### src/rtl/vehicle_sensor_conditioner_if.sv
// rtl/vehicle_sensor_conditioner_if.sv - loop detector inputs, light feedback and conditioned outputs
// master drives the raw loops and light feedback; slave is the conditioner.

interface vehicle_sensor_conditioner_if #(
    parameter int CNT_W = 8
);
    logic             main_loop_raw;
    logic             side_loop_raw;
    logic [1:0]       main_road_light;
    logic [1:0]       side_road_light;
    logic             count_clear;
    logic             main_road_sensor;
    logic             side_road_sensor;
    logic [CNT_W-1:0] main_vehicle_count;
    logic [CNT_W-1:0] side_vehicle_count;
    logic             main_stuck;
    logic             side_stuck;

    modport master (
        output main_loop_raw,
        output side_loop_raw,
        output main_road_light,
        output side_road_light,
        output count_clear,
        input  main_road_sensor,
        input  side_road_sensor,
        input  main_vehicle_count,
        input  side_vehicle_count,
        input  main_stuck,
        input  side_stuck
    );

    modport slave (
        input  main_loop_raw,
        input  side_loop_raw,
        input  main_road_light,
        input  side_road_light,
        input  count_clear,
        output main_road_sensor,
        output side_road_sensor,
        output main_vehicle_count,
        output side_vehicle_count,
        output main_stuck,
        output side_stuck
    );
endinterface

### src/rtl/vehicle_sensor_conditioner.sv
// rtl/vehicle_sensor_conditioner.sv - loop detector sync, debounce, request latch, arrival count, stuck flag
// One channel module per road; the top wires two identical channels to the interface.

module vehicle_sensor_conditioner_channel #(
    parameter int DEBOUNCE_CYCLES = 4,
    parameter int STUCK_CYCLES    = 1000,
    parameter int CNT_W           = 8
) (
    input  logic             clk,
    input  logic             reset_n,
    input  logic             raw,
    input  logic [1:0]       light,
    input  logic             count_clear,
    output logic             sensor,
    output logic [CNT_W-1:0] count,
    output logic             stuck
);
    localparam int DW = $clog2(DEBOUNCE_CYCLES);
    localparam int HW = $clog2(STUCK_CYCLES + 1);

    logic          s1;
    logic          s2;
    logic          deb;
    logic          deb_d;
    logic [DW-1:0] dcnt;
    logic [HW-1:0] hcnt;
    logic          req;
    logic          green;
    logic          deb_rise;

    assign green    = (light == 2'b10);
    assign deb_rise = deb & ~deb_d;

    always_ff @(posedge clk) begin
        if (!reset_n) begin
            s1 <= 1'b0;
            s2 <= 1'b0;
        end else begin
            s1 <= raw;
            s2 <= s1;
        end
    end

    // Any bounce back to the current level restarts the stability count.
    always_ff @(posedge clk) begin
        if (!reset_n) begin
            deb  <= 1'b0;
            dcnt <= '0;
        end else if (s2 == deb) begin
            dcnt <= '0;
        end else if (dcnt == DW'(DEBOUNCE_CYCLES - 1)) begin
            deb  <= s2;
            dcnt <= '0;
        end else begin
            dcnt <= dcnt + 1'b1;
        end
    end

    always_ff @(posedge clk) begin
        if (!reset_n) begin
            deb_d <= 1'b0;
        end else begin
            deb_d <= deb;
        end
    end

    always_ff @(posedge clk) begin
        if (!reset_n) begin
            hcnt <= '0;
        end else if (!deb) begin
            hcnt <= '0;
        end else if (hcnt != HW'(STUCK_CYCLES)) begin
            hcnt <= hcnt + 1'b1;
        end
    end

    always_ff @(posedge clk) begin
        if (!reset_n) begin
            stuck <= 1'b0;
        end else begin
            stuck <= (hcnt == HW'(STUCK_CYCLES - 1)) | (stuck & deb);
        end
    end

    // Green clears with priority; a stuck loop cannot raise a new request.
    always_ff @(posedge clk) begin
        if (!reset_n) begin
            req <= 1'b0;
        end else begin
            req <= (req | (deb & ~stuck)) & ~green;
        end
    end

    always_ff @(posedge clk) begin
        if (!reset_n) begin
            count <= '0;
        end else if (count_clear) begin
            count <= '0;
        end else if (deb_rise && !(&count)) begin
            count <= count + 1'b1;
        end
    end

    assign sensor = req;
endmodule

module vehicle_sensor_conditioner #(
    parameter int DEBOUNCE_CYCLES = 4,
    parameter int STUCK_CYCLES    = 1000,
    parameter int CNT_W           = 8
) (
    input  logic                          clk,
    input  logic                          reset_n,
    vehicle_sensor_conditioner_if.slave   bus
);
    logic             main_sensor;
    logic             side_sensor;
    logic [CNT_W-1:0] main_count;
    logic [CNT_W-1:0] side_count;
    logic             main_stuck_flag;
    logic             side_stuck_flag;

    vehicle_sensor_conditioner_channel #(
        .DEBOUNCE_CYCLES (DEBOUNCE_CYCLES),
        .STUCK_CYCLES    (STUCK_CYCLES),
        .CNT_W           (CNT_W)
    ) main_channel (
        .clk         (clk),
        .reset_n     (reset_n),
        .raw         (bus.main_loop_raw),
        .light       (bus.main_road_light),
        .count_clear (bus.count_clear),
        .sensor      (main_sensor),
        .count       (main_count),
        .stuck       (main_stuck_flag)
    );

    vehicle_sensor_conditioner_channel #(
        .DEBOUNCE_CYCLES (DEBOUNCE_CYCLES),
        .STUCK_CYCLES    (STUCK_CYCLES),
        .CNT_W           (CNT_W)
    ) side_channel (
        .clk         (clk),
        .reset_n     (reset_n),
        .raw         (bus.side_loop_raw),
        .light       (bus.side_road_light),
        .count_clear (bus.count_clear),
        .sensor      (side_sensor),
        .count       (side_count),
        .stuck       (side_stuck_flag)
    );

    assign bus.main_road_sensor   = main_sensor;
    assign bus.side_road_sensor   = side_sensor;
    assign bus.main_vehicle_count = main_count;
    assign bus.side_vehicle_count = side_count;
    assign bus.main_stuck         = main_stuck_flag;
    assign bus.side_stuck         = side_stuck_flag;
endmodule

### src/flat_wrapper.sv
// flat-port wrapper written by rule: the top's interface ports become plain ports
module vehicle_sensor_conditioner_flat 
#(
    parameter int DEBOUNCE_CYCLES = 4,
    parameter int STUCK_CYCLES    = 1000,
    parameter int CNT_W           = 8
)
  (clk, reset_n, bus_main_loop_raw, bus_side_loop_raw, bus_main_road_light, bus_side_road_light, bus_count_clear, bus_main_road_sensor, bus_side_road_sensor, bus_main_vehicle_count, bus_side_vehicle_count, bus_main_stuck, bus_side_stuck);
  vehicle_sensor_conditioner_if #(.CNT_W(CNT_W)) bus_i ();
  input  logic clk;
  input  logic reset_n;
  input wire logic [$bits(bus_i.main_loop_raw)-1:0] bus_main_loop_raw;
  input wire logic [$bits(bus_i.side_loop_raw)-1:0] bus_side_loop_raw;
  input wire logic [$bits(bus_i.main_road_light)-1:0] bus_main_road_light;
  input wire logic [$bits(bus_i.side_road_light)-1:0] bus_side_road_light;
  input wire logic [$bits(bus_i.count_clear)-1:0] bus_count_clear;
  output wire logic [$bits(bus_i.main_road_sensor)-1:0] bus_main_road_sensor;
  output wire logic [$bits(bus_i.side_road_sensor)-1:0] bus_side_road_sensor;
  output wire logic [$bits(bus_i.main_vehicle_count)-1:0] bus_main_vehicle_count;
  output wire logic [$bits(bus_i.side_vehicle_count)-1:0] bus_side_vehicle_count;
  output wire logic [$bits(bus_i.main_stuck)-1:0] bus_main_stuck;
  output wire logic [$bits(bus_i.side_stuck)-1:0] bus_side_stuck;
  assign bus_i.main_loop_raw = bus_main_loop_raw;
  assign bus_i.side_loop_raw = bus_side_loop_raw;
  assign bus_i.main_road_light = bus_main_road_light;
  assign bus_i.side_road_light = bus_side_road_light;
  assign bus_i.count_clear = bus_count_clear;
  assign bus_main_road_sensor = bus_i.main_road_sensor;
  assign bus_side_road_sensor = bus_i.side_road_sensor;
  assign bus_main_vehicle_count = bus_i.main_vehicle_count;
  assign bus_side_vehicle_count = bus_i.side_vehicle_count;
  assign bus_main_stuck = bus_i.main_stuck;
  assign bus_side_stuck = bus_i.side_stuck;
  vehicle_sensor_conditioner #(.DEBOUNCE_CYCLES(DEBOUNCE_CYCLES), .STUCK_CYCLES(STUCK_CYCLES), .CNT_W(CNT_W)) u_core (.clk(clk), .reset_n(reset_n), .bus(bus_i));
endmodule
### config.mk
export PLATFORM = sky130hd
export DESIGN_NAME = vehicle_sensor_conditioner_flat
export DESIGN_NICKNAME = d
export VERILOG_FILES = /design/src/rtl/vehicle_sensor_conditioner_if.sv /design/src/rtl/vehicle_sensor_conditioner.sv /design/src/flat_wrapper.sv
export SDC_FILE = /design/constraint.sdc
export NUM_CORES = 1
export LEC_CHECK = 0
export ABC_CLOCK_PERIOD_IN_PS = 2790
export CORE_MARGIN = 4
export CORE_UTILIZATION = 45
export CTS_BUF_LIST = sky130_fd_sc_hd__clkbuf_4
export CTS_CLUSTER_SIZE = 10
export DETAILED_ROUTE_END_ITERATION = 6
export DONT_BUFFER_PORTS = 1
export PLACE_DENSITY_LB_ADDON = 0.1
export SLEW_MARGIN = 20
export SYNTH_ARGS = -nofsm -noshare
export SYNTH_HDL_FRONTEND = slang
export SYNTH_HIERARCHICAL = 1
export SYNTH_SLANG_ARGS = --single-unit
export TNS_END_PERCENT = 5
### constraint.sdc
create_clock -name clk -period 2.79 [get_ports clk]
set_input_delay 0 -clock clk [delete_from_list [all_inputs] [get_ports clk]]
set_output_delay 0 -clock clk [all_outputs]
set_load 0.05 [all_outputs]
==> key figures, run 1 <==
Synthesis
  • Mux share of post-synthesis cell area: 0.0414
  • Adder-Cell Fraction of Synth Area: 0.0414
  • Avg Inst Size Synth: 9.09 µm²
  • Yosys warns: 6
  • Synth Area in XOR/XNOR: 0.0217
  • Synthesized instance count: roughly 270
  • Syn Nets: between 200 and 300
  • Register area share after synthesis: 0.431
  • Mapped Area: around 2400 µm²
  • Netlist cell types: 40
  • Yosys reg bits: 52
  • Largest family of logic cells by synthesized area: simple AND/OR/NAND/NOR gates
  • Simple-gate portion of the synthesized area: 0.277
  • Compound-Gate Fraction of Synth Area: 0.155

Cells and area
  • Fill count: between 400 and 500
  • Share of post-route cells with drive strength above 1: 0.0504
  • Most frequent cells in the layout: dfxtp_1 (52), nand2_1 (30), a21oi_1 (18)
  • Commonest non-fill, non-tap cell in the layout: dfxtp_1
  • ANT cells: 0
  • Syn-to-layout area delta: 9.01%
  • Final layout net count: 295

Detailed routing
  • Vias per Instance: around 5.5
  • Drt first pass iters: 4
  • DRT Wirelength: roughly 4.4 mm
  • Metal3 WL: 196 µm
  • Routed WL per cell: 12.8 µm
  • DRT iter0 DRCs: 57
  • ANT nets after route: 0
  • Met2 WL: 2.03 mm
  • Via count: 1921
  • WL met1: 2.17 mm
  • Drt drc: 0
  • Top Layer Used: met4

STA
  • Fin. Hold Viols: 0
  • FMAX: slightly below 600 MHz
  • Relative slew margins: 0.519
  • Slew @ Worst Pin: 721 ps
  • Final Slew Violations: 0
  • Setup TNS: 0 ps
  • Minimum clock period: 1730 ps
  • Hold slack: roughly 290 ps
  • Setup Viol. Count Final: 0
  • Final Cycle Share: 0.621
  • Clock skew: just under 9 ps
  • Unrepaired setup endpoints after global routing: no

Hold path
  • HP Class: in2reg
  • Hold_sp: bus_side_loop_raw

Clocking
  • CTS buffer count: 5
  • CTS tree: built
  • Clock buffer depth: 2
  • CTS Sinks: 52
  • CTS Root Buffer Type: clkbuf_4
  • CTS HTree Levels: 2
  • Clock-pin slew on the worst setup and hold paths: between 100 and 150 ps
  • Clock latency on the worst-skew pair: roughly 360 ps

Global route
  • Initial antenna violation count: 0
  • GRT Util Overall: 0.149
  • Total gr overflow: 0
  • Vias in the first global route: 1765
  • First-pass GRT wire length: 7.91 mm
  • Largest net degree at the start of global routing: 21

Critical path
  • Critical path class: reg2reg
  • CP delay by family, top: flip-flops
  • Worst path buffer plus inverter count: 0
  • Critical path launch point type: flop
  • Worst setup EP type: flop
  • Worst path max stage delay: 730 ps
  • Crit path cell chain: ha_1 -> and3b_1 -> a31oi_1 -> a211oi_1
  • Worst r2r src: u_core/side_channel/count[0]
  • Crit-path slowest cell: dfxtp_1
  • Critical path peak fanout: 6
  • CP Data Arrival Time: ~2000 ps
  • Critical path origin: u_core/side_channel/count[0]
  • Required @ worst endpoint: 3070 ps

Placed design
  • DP HPWL: 3.13 mm
  • Placer Congestion: between 0.7 and 0.8
  • IO buf count: 0

Pwr
  • PnR Total Power: 1.09 mW
  • Leak: 0.824 nW
  • Peak VDD IR: 0.000179 V
  • PD cells: 413 nW/µm²

Floorplan
  • Ports: 29
  • Die height: 81.3 µm
  • Core box area: about 5200 µm²
  • Die Wd: 81.3 µm
  • Row count: 26
  • Initial Util: 0.467
  • Die area: 6610 µm²

Status
  • Outcome: completed

Flow run
  • Max Cap Violations: 0
## cell usage after synthesis
| cell type | count | area share |
|---|---|---|
| a211oi_1 | 10 | 0.031 |
| and3b_1 | 2 | 0.0072 |
| nor4bb_1 | 2 | 0.0083 |
| a41o_1 | 2 | 0.0083 |
| dfxtp_1 | 52 | 0.43 |
| or2b_1 | 2 | 0.0062 |
| and4_1 | 2 | 0.0072 |
| a21oi_1 | 18 | 0.037 |
| o22ai_1 | 2 | 0.0052 |
| o21ai_0 | 8 | 0.017 |
| and2_1 | 4 | 0.010 |
| nand2b_1 | 10 | 0.026 |
| o31ai_1 | 6 | 0.019 |
| nor2b_1 | 6 | 0.016 |
| nand4b_1 | 2 | 0.0072 |
| or4_1 | 8 | 0.025 |
| or3_1 | 2 | 0.0052 |
| nor4b_1 | 2 | 0.0072 |
| inv_1 | 12 | 0.019 |
| nor3_1 | 6 | 0.012 |
| a41oi_1 | 4 | 0.014 |
| xnor2_1 | 2 | 0.0072 |
| and4b_1 | 2 | 0.0083 |
| a21boi_1 | 2 | 0.0062 |
| nand3_4 | 2 | 0.014 |
| or3_2 | 2 | 0.0062 |
| mux2i_1 | 10 | 0.041 |
| clkbuf_1 | 6 | 0.0093 |
| ha_1 | 8 | 0.041 |
| buf_2 | 2 | 0.0041 |
| a31oi_1 | 4 | 0.010 |
| nand3_1 | 6 | 0.012 |
| nor4_1 | 4 | 0.010 |
| nor2_1 | 8 | 0.012 |
| nand2_1 | 30 | 0.047 |
| xor2_1 | 4 | 0.014 |
| nand3b_1 | 6 | 0.019 |
| o31a_1 | 2 | 0.0072 |
| nand4_1 | 2 | 0.0052 |
| and3_1 | 2 | 0.0052 |
## repair_timing
item	4_1_cts	5_1_grt
endpoints found under the hold margin	40	0
resized for setup	0	0
hold buffers	8	0
setup buffers	0	0
## metal layers
metal,vias up,GRT usage
met5,-,0
met3,5,0.0455
li1,997,-
met2,30,0.244
met4,0,0.0405
met1,889,0.188
## stage by stage
| stage | cell area, µm² | utilization | worst slack (ps) | instances |
|---|---|---|---|---|
| global placement | 2510 | 0.485 | 1120 | 333 |
| global route | 2640 | 0.509 | 897 | 348 |
| floorplan | 2420 | - | 1220 | 266 |
| finish | 2640 | 0.509 | 1060 | 348 |
| CTS | 2640 | 0.509 | 1060 | 348 |
| detailed placement | 2510 | 0.485 | 1090 | 333 |
## power by group
group          switching (mW)  total (mW)  internal [mW]
Clock                   0.223       0.312         0.0888
Combinational          0.0134      0.0295         0.0162
Sequential            0.00169       0.748          0.746
Total                   0.238        1.09          0.851
## cell families after synthesis
| group | count (synthesis) |
|---|---|
| simple gates | 112 |
| compound gates | 58 |
| flops | 52 |
| buf+inv | 20 |
| mux | 10 |
| fa+ha+maj | 8 |
| xor+xnor | 6 |
## final cells by class
class                      count  area (µm²)  area share
sequential                    52        1040       0.395
timing repair buffer          13         118      0.0446
multi-input combinational    194        1300       0.493
tap                           70        87.6      0.0332
inverter                      12        45.0      0.0171
clock buffer                   5        37.5      0.0142
clock inverter                 2        7.51     0.00285
## path summary, 6_finish.rpt
| kind | to | cells past startpoint | slack, ps |
|---|---|---|---|
| worst max-delay path | u_core/side_channel/count[4] | 4 | 1060 |
| worst min-delay path | u_core/side_channel/s1 | 2 | 290 |
| worst max register to register | u_core/side_channel/count[4] | 4 | 1060 |
| worst min register to register | u_core/side_channel/dcnt[0] | 1 | 440 |
## flip-flops by register name, summed over array words and instances (netlist names)
register	cells
u_core/side_channel/sensor	1
u_core/main_channel/stuck	1
u_core/side_channel/count	8
u_core/main_channel/s1	1
u_core/side_channel/hcnt	10
u_core/side_channel/deb_d	1
u_core/main_channel/count	8
u_core/main_channel/dcnt	2
u_core/side_channel/deb	1
u_core/side_channel/s1	1
u_core/main_channel/deb	1
u_core/side_channel/stuck	1
u_core/main_channel/sensor	1
u_core/main_channel/hcnt	10
u_core/side_channel/dcnt	2
u_core/side_channel/s2	1
u_core/main_channel/deb_d	1
u_core/main_channel/s2	1
(Power assumes the default switching activity.)
==> run 2: changes to the inputs <==
ABC_CLOCK_PERIOD_IN_PS = 1700   (was 2790)
clock period = 1.7 ns   (was 2.79 ns; I/O delays follow)
==> run 2 against run 1 <==
Net effect:
- clock skew is 7.4 ps higher
- sequential share of layout area is 2.0 points lower
- die area stayed put
- utilization is 2.8 points higher
- total power is 67% higher
- setup slack worse by 840 ps
- routed wire length is 3.3% higher
- final cell count is 5.5% higher
- first-iteration DRC count is 44% higher
- worst hold slack better by 2.6 ps
- clock-buffer cell count is 1 higher
- clock power is 75% higher
- largest cell class unchanged
- largest power group unchanged
==> key figures, run 2 (same netlist as run 1, synthesis figures left out) <==
Status
  • Outcome: completed

Cells and area
  • Final layout net count: 313 (+6.1%)
  • Registers with the most flip-flops: u_core/main_channel/hcnt (10), u_core/side_channel/hcnt (10)
  • Commonest non-fill, non-tap cell in the layout: dfxtp_1
  • ANT cells: 0 (unchanged)
  • Share of post-route cells with drive strength above 1: 0.118 (+0.0675)
  • Most frequent cells in the layout: dfxtp_1 (52), nand2_1 (30), buf_4 (24)
  • Non-Filler Instances: 367 (+5.5%)
  • Syn-to-layout area delta: 15.0%
  • Final Util: 0.537 (+0.0278)

Flow run
  • Max Cap Violations: 0 (unchanged)

STA
  • Unrepaired setup endpoints after global routing: no
  • Setup TNS: 0 ps (unchanged)
  • Relative slew margins: 0.597 (+0.0780)
  • Slew @ Worst Pin: 603 ps (-118 ps)
  • FMAX: around 680 MHz
  • Minimum clock period: 1480 ps
  • Setup Viol. Count Final: 0 (unchanged)
  • Clock skew: 16.4 ps (+7.45 ps)
  • Fin. Hold Viols: 0 (unchanged)
  • Hold slack: 290 ps (+2.64 ps)
  • Final Cycle Share: 0.871
  • Final Slew Violations: 0 (unchanged)

Clocking
  • Setup bufs post-CTS: 0 (unchanged)
  • CTS buffer count: 5 (unchanged)
  • CTS Root Buffer Type: clkbuf_4
  • CTS Sinks: 52 (unchanged)
  • CTS HTree Levels: 2 (unchanged)
  • Clock latency on the worst-skew pair: 360 ps (about the same)
  • CTS tree: built
  • Post_cts resized: 0 (unchanged)
  • Hold buffer count at cts: 7 (-1)
  • Clock-pin slew on the worst setup and hold paths: 140 ps (about the same)
  • Clock buffer depth: 2 (unchanged)

Floorplan
  • Ports: 29 (unchanged)
  • Core box area: 5170 µm² (unchanged)
  • Row count: 26 (unchanged)
  • Initial Util: 0.467 (unchanged)
  • Die Wd: 81.3 µm (unchanged)
  • Die height: 81.3 µm (unchanged)
  • Die area: 6610 µm² (unchanged)

Critical path
  • Critical path origin: reset_n
  • Critical path peak fanout: 20 (+14)
  • Critical path class: in2reg
  • CP Data Arrival Time: 1800 ps (-220 ps)
  • Worst setup EP type: flop
  • Required @ worst endpoint: 2020 ps (-1050 ps)
  • Critical path launch point type: input pin
  • Worst r2r src: u_core/side_channel/hcnt[0]

Global route
  • Met1 GRT Util: 0.180 (-0.00816)
  • Met2 usage: 0.235 (-0.00896)
  • Initial antenna violation count: 0 (unchanged)
  • Total gr overflow: 0 (unchanged)
  • Vias in the first global route: 1699 (-3.7%)
  • Most Used Layer, Global Route: met2
  • First-pass GRT wire length: 7.49 mm (-5.3%)
  • Routing usage on met3: 0.0455 (unchanged)
  • Largest net degree at the start of global routing: 21 (unchanged)
  • GRT Util Overall: 0.145 (-0.00417)

Pwr
  • Leak: 0.923 nW (+12%)
  • PD cells: 656 nW/µm² (+59%)
  • Peak VDD IR: 0.000340 V (+90%)

Detailed routing
  • Via count: 1986 (+3.4%)
  • Drt first pass iters: 4 (unchanged)
  • DRT Wirelength: 4.60 mm (+3.3%)
  • Vias per Instance: 5.41 (-2.0%)
  • Routed WL per cell: 12.5 µm (-2.0%)
  • Drt drc: 0 (unchanged)
  • DRT iter0 DRCs: 82 (+44%)
  • ANT nets after route: 0 (unchanged)

Placed design
  • Placer Congestion: 0.791 (+3.4%)
  • Placed cells: 352 (+5.7%)
  • DP HPWL: 3.27 mm (+4.5%)
  • IO buf count: 0 (unchanged)

Hold path
  • HP Class: in2reg
  • Hold_sp: bus_main_loop_raw
## run 2: changes by cell type in the layout (fill, tap and decap cells not counted), sizes merged
cell	delta
buf	+19
clkbuf	+1
clkinv	-1
clkinvlp	+1
dlygate4sd3	-1
## run 2: per-layer routing
metal	routed length, µm	share of wire	vias to the layer above
li1	-	-	1040
met1	2180	0.47	909
met2	2150	0.47	32
met3	207	0.045	5
met4	59	0.013	0
met5	0	0	-
## run 2: area by class of cell
cell class / instances / area [µm²]
well taps: 70 / 87.6
fillers: 476 / 2390
clock buffers: 6 / 45.0
inverters: 12 / 45.0
multi-input cells: 194 / 1300
repair buffers: 31 / 250
flip-flops and latches: 52 / 1040
clock inverters: 2 / 11.3
## run 2: power by group
| group | switching [mW] | internal [mW] |
|---|---|---|
| Sequential | 0.00246 | 1.22 |
| Clock | 0.373 | 0.174 |
| Combinational | 0.0222 | 0.0251 |
| Total | 0.398 | 1.42 |
## run 2: final timing paths
check	to	slack (ps)	depth (start not counted)
setup / recovery	u_core/side_channel/sensor	220	4
hold reg to reg	u_core/side_channel/dcnt[0]	440	1
setup reg to reg	u_core/side_channel/hcnt[6]	230	4
hold / removal	u_core/main_channel/s1	290	2
## run 2: critical path, stage by stage
cell and delay, ps:
dlygate4sd3_1 920, o21ai_0 180, dlygate4sd3_1 610, nor2_1 80
## run 2: per-stage QoR
| stage | worst slack [ps] | area [µm²] | power (mW) |
|---|---|---|---|
| final | 220 | 2780 | 1.82 |
| after floorplan | 127 | 2420 | 1.28 |
| after global routing | 66.5 | 2780 | 1.91 |
| after detailed placement | 256 | 2650 | 1.28 |
| after CTS | 229 | 2780 | 1.86 |
| after global placement | 297 | 2650 | 1.28 |
